**config.mk**
```make
export PLATFORM = sky130hd
export DESIGN_NAME = pkt_drain_ctrl
export DESIGN_NICKNAME = d
export VERILOG_FILES = /design/src/rtl/pkt_drain_ctrl.sv
export SDC_FILE = /design/constraint.sdc
export NUM_CORES = 1
export LEC_CHECK = 0
export BUFFER_PORTS_ARGS = -buffer_cell sky130_fd_sc_hd__clkbuf_2
export CAP_MARGIN = 10
export CORE_MARGIN = 2
export CORE_UTILIZATION = 53
export DETAILED_ROUTE_END_ITERATION = 12
export PLACE_DENSITY = 0.83
export SLEW_MARGIN = 20
export SYNTH_ARGS = -nofsm -noshare
export SYNTH_HDL_FRONTEND = slang
export SYNTH_SLANG_ARGS = --single-unit
```
**constraint.sdc**
```tcl
create_clock -name clk -period 5.14 [get_ports clk]
set_input_delay 0.257 -clock clk [delete_from_list [all_inputs] [get_ports clk]]
set_output_delay 0.257 -clock clk [all_outputs]
set_load 0.005 [all_outputs]
```
**src/rtl/pkt_drain_ctrl.sv**
```systemverilog
// Drain side of the packet queue: pops words, frames packets with sop/eop,
// forwards them through one output register and enforces an inter-packet gap.
module pkt_drain_ctrl #(
    parameter int DATA_W  = 32,
    parameter int LEN_W   = 8,
    parameter int MAX_LEN = 64,
    parameter int IPG     = 2,
    parameter int CNT_W   = 16
) (
    input  logic              clk,
    input  logic              rst,
    input  logic              src_valid,
    input  logic [DATA_W-1:0] src_data,
    output logic              src_deque_en,
    output logic              m_valid,
    output logic [DATA_W-1:0] m_data,
    output logic              m_sop,
    output logic              m_eop,
    input  logic              m_ready,
    output logic [CNT_W-1:0]  pkt_cnt,
    output logic              err_len
);

    localparam int GAP_W = (IPG < 2) ? 1 : $clog2(IPG + 1);

    typedef enum logic [1:0] {
        S_IDLE,
        S_BODY,
        S_GAP
    } state_t;

    state_t              r_state;
    logic [LEN_W-1:0]    r_rem;
    logic [GAP_W-1:0]    r_gap;
    logic                r_err_len;
    logic                r_m_valid;
    logic [DATA_W-1:0]   r_m_data;
    logic                r_m_sop;
    logic                r_m_eop;
    logic [CNT_W-1:0]    r_pkt_cnt;

    logic                w_slot_free;
    logic                w_pop;
    logic [LEN_W-1:0]    w_len;
    logic                w_len_bad;
    logic                w_last;
    logic                w_emit;

    assign w_slot_free = !r_m_valid || m_ready;
    assign w_pop       = src_valid && w_slot_free &&
                         (r_state != S_GAP) && !rst;
    assign w_len       = src_data[LEN_W-1:0];
    assign w_len_bad   = (w_len == '0) ||
                         ({{(33-LEN_W){1'b0}}, w_len} > 33'(MAX_LEN));
    assign w_last      = (r_rem == LEN_W'(1));
    assign w_emit      = w_pop &&
                         ((r_state == S_BODY) ||
                          ((r_state == S_IDLE) && !w_len_bad));

    // Framing FSM: header parse, body countdown, inter-packet gap.
    always_ff @(posedge clk or posedge rst) begin
        if (rst) begin
            r_state   <= S_IDLE;
            r_rem     <= '0;
            r_gap     <= '0;
            r_err_len <= 1'b0;
        end else begin
            unique case (r_state)
                S_IDLE: begin
                    if (w_pop) begin
                        if (w_len_bad) begin
                            r_err_len <= 1'b1;
                        end else begin
                            r_rem   <= w_len;
                            r_state <= S_BODY;
                        end
                    end
                end
                S_BODY: begin
                    if (w_pop) begin
                        r_rem <= r_rem - LEN_W'(1);
                        if (w_last) begin
                            if (IPG == 0) begin
                                r_state <= S_IDLE;
                            end else begin
                                r_state <= S_GAP;
                                r_gap   <= GAP_W'(IPG);
                            end
                        end
                    end
                end
                S_GAP: begin
                    if (r_gap <= GAP_W'(1)) begin
                        r_gap   <= '0;
                        r_state <= S_IDLE;
                    end else begin
                        r_gap <= r_gap - GAP_W'(1);
                    end
                end
                default: begin
                    r_state <= S_IDLE;
                end
            endcase
        end
    end

    // Output register: reload on emit, clear on accept, hold under backpressure.
    always_ff @(posedge clk or posedge rst) begin
        if (rst) begin
            r_m_valid <= 1'b0;
            r_m_data  <= '0;
            r_m_sop   <= 1'b0;
            r_m_eop   <= 1'b0;
        end else if (w_emit) begin
            r_m_valid <= 1'b1;
            r_m_data  <= src_data;
            r_m_sop   <= (r_state == S_IDLE);
            r_m_eop   <= (r_state == S_BODY) && w_last;
        end else if (m_ready) begin
            r_m_valid <= 1'b0;
        end
    end

    // Delivered-packet counter, advanced when an eop word is accepted.
    always_ff @(posedge clk or posedge rst) begin
        if (rst) begin
            r_pkt_cnt <= '0;
        end else if (r_m_valid && m_ready && r_m_eop) begin
            r_pkt_cnt <= r_pkt_cnt + CNT_W'(1);
        end
    end

    assign src_deque_en = w_pop;
    assign m_valid      = r_m_valid;
    assign m_data       = r_m_data;
    assign m_sop        = r_m_sop;
    assign m_eop        = r_m_eop;
    assign pkt_cnt      = r_pkt_cnt;
    assign err_len      = r_err_len;

endmodule
```
==> Word level (Yosys, flattened, before mapping) <==
Cells that the tools add are included.
Widths: inputs -> output; s select.
{ "word_totals": {"ff_bits": 64, "input_bits": 36, "out_inout_bits": 53, "word_cells": 60} }
{ "classes": {"add_sub_neg": 3, "magnitude_cmp": 2, "n_eq_ne": 9, "mux": 14, "n_reduce_logical": 23} }
{ "op_table": {"columns": ["op", "n"], "rows": [
  ["$mux 8", 3],
  ["$add 16x1->16 const B", 1],
  ["$pmux 8 s2", 1],
  ["$mux 2", 6],
  ["$ne 2x2->1 const B", 6],
  ["$eq 8x1->1 const B", 1],
  ["$gt 8x7->1 const B", 1],
  ["$logic_and 1x1->1", 8],
  ["$logic_not 8->1", 1],
  ["$sub 8x1->8 const B", 1],
  ["$pmux 2 s3", 1],
  ["$reduce_and 3->1", 2],
  ["$reduce_bool 2->1", 3],
  ["$reduce_and 5->1", 1],
  ["$pmux 2 s2", 1],
  ["$reduce_and 4->1", 1],
  ["$logic_not 1->1", 3],
  ["$logic_or 1x1->1", 3],
  ["$eq 2x1->1 const B", 1],
  ["$eq 2x2->1 const B", 1],
  ["$le 2x1->1 const B", 1],
  ["$logic_not 2->1", 1],
  ["$mux 1", 2],
  ["$sub 2x1->2 const B", 1]
]} }

==> Depth between registers and ports, before layout <==
Gate-level depths: netlist of run 1.
{ "depth": {"depth_word": 7, "ltp_mapped": 7, "depth_no_buf": 6} }

==> Least setup slack after synthesis of run 1 <==
No wires, ideal clock.
{ "synth_path": {"path_kind": "input-to-reg", "from": "input port rst", "to": "register r_m_data[22], in the netlist m_data[22]", "setup_ns": 0.127, "t_arrival_ns": 2.705, "required_time_ns": 5.013, "setup_slack_ns": 2.308, "stages": 5, "path_buffers": 1, "path_cell_list": "inv_1 and4b_1 o31ai_4 buf_6 mux2_1"} }
{ "synth_via": {"elab_chain_len": 3} }
{ "synth_lines": {"columns": ["item", "line", "source"], "rows": [
  ["from (decl)", "11", "input logic rst,"],
  ["$logic_not 1->1 (no source line)", null, null],
  ["$logic_and 1x1->1", "51", "(r_state != S_GAP) && !rst;"],
  ["$logic_and 1x1->1", "56", "assign w_emit = w_pop &&"],
  ["to (signal assigned)", "116", "r_m_data <= src_data;"],
  ["to (decl)", "37", "logic [DATA_W-1:0] r_m_data;"]
]} }
No other way between the ends.
A chain may end at the register's enable or synchronous reset.

==> Worst setup path in the final report of run 1 <==
{ "layout_path": {"from": "input port rst", "to": "register r_m_data[14], in the netlist m_data[14]"} }
The elaborated chain is that of the path after synthesis.

==> flow_summary.yaml, run 1 <==
global_routing:
  gr-total-overflow: 0
  grt_antenna_before_repair: 0
  met2_usage_pct: 33.0
  grt_util_met1_pct: 24.4
  grt_first_pass_wirelength_um: 9320
  grt_util_met3_pct: 6.52
  top_usage_layer: "met2"
  grt_start_max_net_pins: 68
  first_global_vias: 2102
  grt_usage_pct: 20.1
logic_synthesis:
  syn-mean-instance-area_um2: 12.4
  synth.most_common_cell: "dfrtp_1"
  syn-num-nets: 263
  ys.flop_type: "dfrtp_1"
  synthArstFlopShare_pct: 100
  ys_types: 37
  ys_seq_elements: 64
  synthCells: 224
  synth_common_cells: "64 x dfrtp_1, 25 x mux2_1, 15 x o21ai_0, 12 x nor2_1"
  yosys-top-cells-area: "dfrtp_1 58%, mux2_1 10%, mux2_2 3.2%, xnor2_1 3.1%, o21ai_0 2.7%"
  ys_seq_area_share_pct: 57.5
  synth-edff-count: 0
  synth_top_area_share_pct: 57.5
  yosysTopAreaCell: "dfrtp_1"
  netlist_area_mm2: 0.00279
  yosys_warnings: 0
power_and_ir_drop:
  combPwrFrac_pct: 29.3
  power_switching_uw: 530
  power_frac_clock_pct: 22.7
  seq_power_share_pct: 48.1
  p_int_uw: 1130
  peakVddDrop_mv: 0.285
  power_density_mw_per_mm2: 485
  power.leakage_uw: 0.00171
  swShare_pct: 31.9
routing:
  drc: 0
  initialDrtViolationCount: 110
  ant_nets: 0
  via_count: 2053
  first_pass_iters: 6
  finalWirelength_um: 5310
  routedWlPerCell_um: 13.6
  vias_per_cell: 5.25
timing:
  fmax_mhz: 481
  relSlewSlack_pct: 47.0
  worstMarginPinSlew_ns: 0.794
  rsz0062_at_grt: "false"
  post-route-period-util_pct: 40.4
  hold_viol: 0
  finalSetupViolCount: 0
  fin_hold_ws_ns: 0.123
  finalCriticalPeriod_ns: 2.08
  fin_skew_ns: 0.00566
  drv_slew: 0
  fin_tns_setup_ns: 0
  fin_ws_ns: 3.06
setup_path:
  crit_arrival_ns: 2.29
  endpoint: "m_data[14]"
  r2r_end: "m_data[14]"
  end_kind: "flop"
  r2r-start: "m_valid"
  path_max_fanout: 67
  ff2ff_path_depth: 5
  crit_start: "rst"
  critical_path_required_ns: 5.36
  rrSetupSlack_ns: 3.25
  worstSetupPathType: "in2reg"
  startpoint_type: "input pin"
die:
  die_h_um: 76.5
  dieArea_mm2: 0.00585
  die_w_um: 76.5
  core_area_mm2: 0.00507
  row_count: 26
  pin_count: 89
  start_util_pct: 54.9
final_layout:
  fillers: 406
  fin_util_pct: 67.6
  synthToLayoutAreaGrowth_pct: 23.2
  antenna_cells: 0
  drive_gt1_share_pct: 35.5
  nets: 356
placement:
  pre_cts_slack_ns: 2.68
  port_buffers: 88
  gp_congestion: 0.794
  dp_hpwl_um: 3740
clocking:
  clk_pin_slew_ns: 0.06
  cts_hold_buf: 0
  cts_setup_buffers: 0
  cts.repair.resized: 0
  cts_max_path_buffers: 2
  h-tree-depth: 3
  numCtsBuffers: 9
  clkLatencyLatePin_ns: 0.34
  cts.sinks: 64
  root_buffer: "clkbuf_8"
  cts_tree: "yes"
job:
  drv_cap: 0
run_status:
  status: "finished, final reports clean"
hold_path:
  hp-class: "in2async"
worst min-delay path by stage:
stage / startpoint / end / slack (ns) / depth (start not counted)
final: rst / pkt_cnt[3] / 0.12 / 3
after global routing: src_data[13] / m_data[13] / 0.12 / 2
after CTS: src_data[29] / m_data[29] / 0.11 / 2
after detailed placement: pkt_cnt[15] / pkt_cnt[15] / 0.47 / 1
after global placement: pkt_cnt[15] / pkt_cnt[15] / 0.46 / 1
after floorplan: src_data[10] / m_data[10] / 0.39 / 1
layout make-up:
cell class | count | area, um2 | area share [%]
inverter | 8 | 30.0 | 0.875
sequential | 64 | 1600 | 46.7
tap | 70 | 87.6 | 2.55
multi-input combinational | 144 | 1090 | 31.8
clock buffer | 15 | 166 | 4.85
timing repair buffer | 90 | 455 | 13.3
power groups by stage:
stage,clock (uW),combinational [uW],sequential [uW]
finish,377,487,799
global route,408,556,826
CTS,384,493,800
detailed placement,0,492,807
global placement,0,471,801
floorplan,0,284,801
flip-flops by register name, summed over array words and instances (netlist names):
signal,flops
m_data,32
pkt_cnt,16
r_rem,8
r_gap,2
r_state,2
err_len,1
m_eop,1
m_sop,1
m_valid,1
worst max-delay path: stages:
cell,delay [ns]
clkbuf_2,0.08
inv_2,0.03
buf_4,0.60
and4b_1,0.45
o31ai_4,0.11
buf_4,0.31
mux2_1,0.38
kinds of logic after synthesis:
logic type	share of synthesized area, %
AOI/OAI and AO/OA	8.09
xor gates and xnor gates	4.72
adders and majority gates	1.35
buffers and inverters	3.37
DFF	57.5
muxes	13.3
and+or+nand+nor	11.6
cells in the final DEF (no fill, tap or decap):
master,instances
and2_1,1
and3_1,5
nand2b_1,3
a311oi_1,1
nor2b_1,2
nor4_2,2
a2bb2oi_1,1
dfrtp_1,64
nor3_1,3
a211oi_1,1
clkbuf_2,88
a31oi_1,1
nor4_1,1
a22oi_1,3
nand4_1,3
or3_1,2
clkbuf_8,11
nor2_1,12
and4_1,3
a31o_2,1
o31ai_4,1
a21oi_1,6
o21ai_0,15
clkbuf_1,4
o21ai_1,1
nand3_1,8
buf_4,2
and4b_1,2
a32oi_1,1
nand2_1,10
inv_2,1
inv_1,7
ha_1,3
xor2_1,5
xnor2_1,10
mux2_1,25
nand4b_1,1
mux2_2,8
o31ai_1,3
metrics by stage:
step | cell area (um2) | power [uW] | cells
2_1_floorplan | 2790 | 1090 | 224
3_3_place_gp | 3260 | 1270 | 376
3_5_place_dp | 3260 | 1300 | 376
4_1_cts | 3430 | 1680 | 391
5_1_grt | 3430 | 1790 | 391
6_report | 3430 | 1660 | 391
metal layers:
layer / vias to the layer above / share of wire (%)
met3: 8 / 6.8
li1: 981 / -
met5: - / 0
met4: 0 / 1.6
met1: 987 / 44
met2: 77 / 48
No activity file was read; power rests on OpenSTA's default activity.
==> run 2: changes to the inputs <==
- CORE_UTILIZATION: 53 -> 45
- PLACE_DENSITY: 0.83 -> 0.75
- clock period: 5.14 -> 1.8 ns (I/O delays scaled with it)
==> run 2 against run 1 <==
- combinational power rose to 3.4 times the previous value
- hold slack lost 0.098 ns
- non-clock buffer count up 33
- die area rose by 17%
- clock skew rose by 0.0031 ns
- cell area grew 12%
- critical path type unchanged
- clock power increased to 3.4 times the previous value
- via count rose by 7.4%
- critical endpoint is now m_data[10]
- largest cell class unchanged
- sequential share of layout area shrank 5.1 points
- register-to-register slack worse by 3.1 ns
==> flow_summary.yaml, run 2 (synthesis results as in run 1) <==
placement:
  dp_hpwl_um: 4110
  port_buffers: 88
  pre_cts_slack_ns: 0.0714
  gp_congestion: 0.802
final_layout:
  final_cell_mix: "88 x clkbuf_2, 63 x dfrtp_1, 26 x dlygate4sd3_1, 21 x mux2_1"
  nets: 389
  final_common_cell: "clkbuf_2"
  drive_gt1_share_pct: 37.0
  antenna_cells: 0
  synthToLayoutAreaGrowth_pct: 38.3
  largest_reg_flops: 32
  fillers: 480
clocking:
  cts.sinks: 64
  clk_pin_slew_ns: 0.07
  numCtsBuffers: 9
  root_buffer: "clkbuf_8"
  cts_max_path_buffers: 2
  clkLatencyLatePin_ns: 0.34
  h-tree-depth: 3
  cts_tree: "yes"
power_and_ir_drop:
  power_frac_clock_pct: 24.2
  power.leakage_uw: 0.00192
  swShare_pct: 31.5
  power_switching_uw: 1640
  total_power_uw: 5230
  seq_power_share_pct: 44.4
  power_density_mw_per_mm2: 1360
  p_int_uw: 3580
  peakVddDrop_mv: 0.834
  combPwrFrac_pct: 31.4
timing:
  fin_ws_ns: 0.103
  finalCriticalPeriod_ns: 1.70
  worstMarginPinSlew_ns: 0.756
  relSlewSlack_pct: 49.6
  finalSetupViolCount: 0
  hold_viol: 0
  rsz0062_at_grt: "false"
  fin_skew_ns: 0.00877
  drv_slew: 0
  fmax_mhz: 589
  post-route-period-util_pct: 94.3
setup_path:
  r2r-start: "r_rem[3]"
  end_kind: "flop"
  crit_start: "rst"
  worstSetupPathType: "in2reg"
  crit_arrival_ns: 1.91
  endpoint: "m_data[10]"
  cpPeakStageDelay_ns: 0.54
  critPathSlowestCell: "dlygate4sd3_1"
  rrSetupSlack_ns: 0.15
  r2r_end: "r_gap[0]"
  critical_path_required_ns: 2.01
  path_cells: "dlygate4sd3_1 > clkbuf_2 > clkinvlp_4 > and4b_2 > o31ai_4 > buf_12 > mux2_1"
  path_max_fanout: 22
  startpoint_type: "input pin"
  ff2ff_path_depth: 5
hold_path:
  hp-class: "in2reg"
routing:
  routedWlPerCell_um: 15.0
  ant_nets: 0
  via_count: 2204
  initialDrtViolationCount: 93
  drc: 0
  finalWirelength_um: 6430
  vias_per_cell: 5.14
  first_pass_iters: 4
global_routing:
  grt_usage_pct: 20.3
  grt_first_pass_wirelength_um: 10100
  first_global_vias: 2140
  grt_start_max_net_pins: 62
  grt_antenna_before_repair: 0
  gr-total-overflow: 0
run_status:
  status: "finished, final reports clean"
job:
  drv_cap: 0
die:
  die_w_um: 82.7
  pin_count: 89
  core_area_mm2: 0.00596
  dieArea_mm2: 0.00683
  start_util_pct: 46.8
  die_h_um: 82.7
  row_count: 28
-- run 2: cell types whose count changed in the layout (fill, tap and decap cells not counted), moves of 4 or more --
cell,previous run,this run
mux2_4,0,7
mux2_1,25,21
o21ai_1,1,7
dlygate4sd3_1,0,26
o21ai_0,15,9
clkbuf_1,4,0
buf_4,2,7
-- run 2: layer usage --
metal | share of wire, % | routed length (um) | vias to the layer above | track usage [%]
li1 | - | - | 1051 | -
met1 | 43 | 2780 | 1070 | 24.7
met2 | 49 | 3150 | 74 | 34.0
met3 | 6.4 | 409 | 9 | 6.41
met4 | 1.4 | 91 | 0 | 7.21
met5 | 0 | 0 | - | 0
-- run 2: what timing repair did --
action,4_1_cts,5_1_grt
endpoints found under the hold margin,27,1
endpoints found under the setup margin,0,21
hold buffers,25,1
gates resized for setup,0,1
buffers inserted,0,0
-- run 2: how the worst min path moves through the flow --
stage                  from         end  slack [ns]  cells after the start
2_1_floorplan  src_data[10]  m_data[10]        0.22                      1
3_3_place_gp            rst  r_state[0]       -0.01                      2
3_5_place_dp            rst  r_state[0]       -0.02                      2
4_1_cts         src_data[4]   m_data[4]       0.005                      2
5_1_grt         src_data[0]    r_rem[0]        0.02                      3
6_report        src_data[0]    r_rem[0]        0.03                      3
-- run 2: stage by stage --
stage	cell area, um2	setup TNS (ns)	cells	hold slack [ns]	utilization [%]
floorplan	2820	-20.46	224	0.222	-
global placement	3360	0	387	-0.0147	56.4
detailed placement	3360	0	387	-0.0167	56.4
CTS	3810	0	427	0.00480	64.1
global route	3850	0	429	0.0211	64.7
finish	3850	0	429	0.0252	64.7
-- run 2: power by group through the flow --
stage | Combinational [uW] | Sequential [uW] | Clock (uW)
2_1_floorplan | 887 | 2290 | 0
3_3_place_gp | 1530 | 2300 | 0
3_5_place_dp | 1580 | 2310 | 0
4_1_cts | 1630 | 2300 | 1300
5_1_grt | 1850 | 2380 | 1380
6_report | 1640 | 2320 | 1270
-- run 2: cell type report --
class                      count  area [um2]  area share, %
sequential                    64        1600           41.6
multi-input combinational    144        1120           29.0
timing repair buffer         123         798           20.7
clock buffer                  12         165           4.29
tap                           75        93.8           2.44
clock inverter                 3        40.0           1.04
inverter                       8        33.8          0.877
-- run 2: critical path: cells and delay by family --
family | cells | cell delay [ns]
mux | 1 | 0.35
compound gates | 1 | 0.12
buf+inv | 4 | 1.04
simple gates | 1 | 0.30
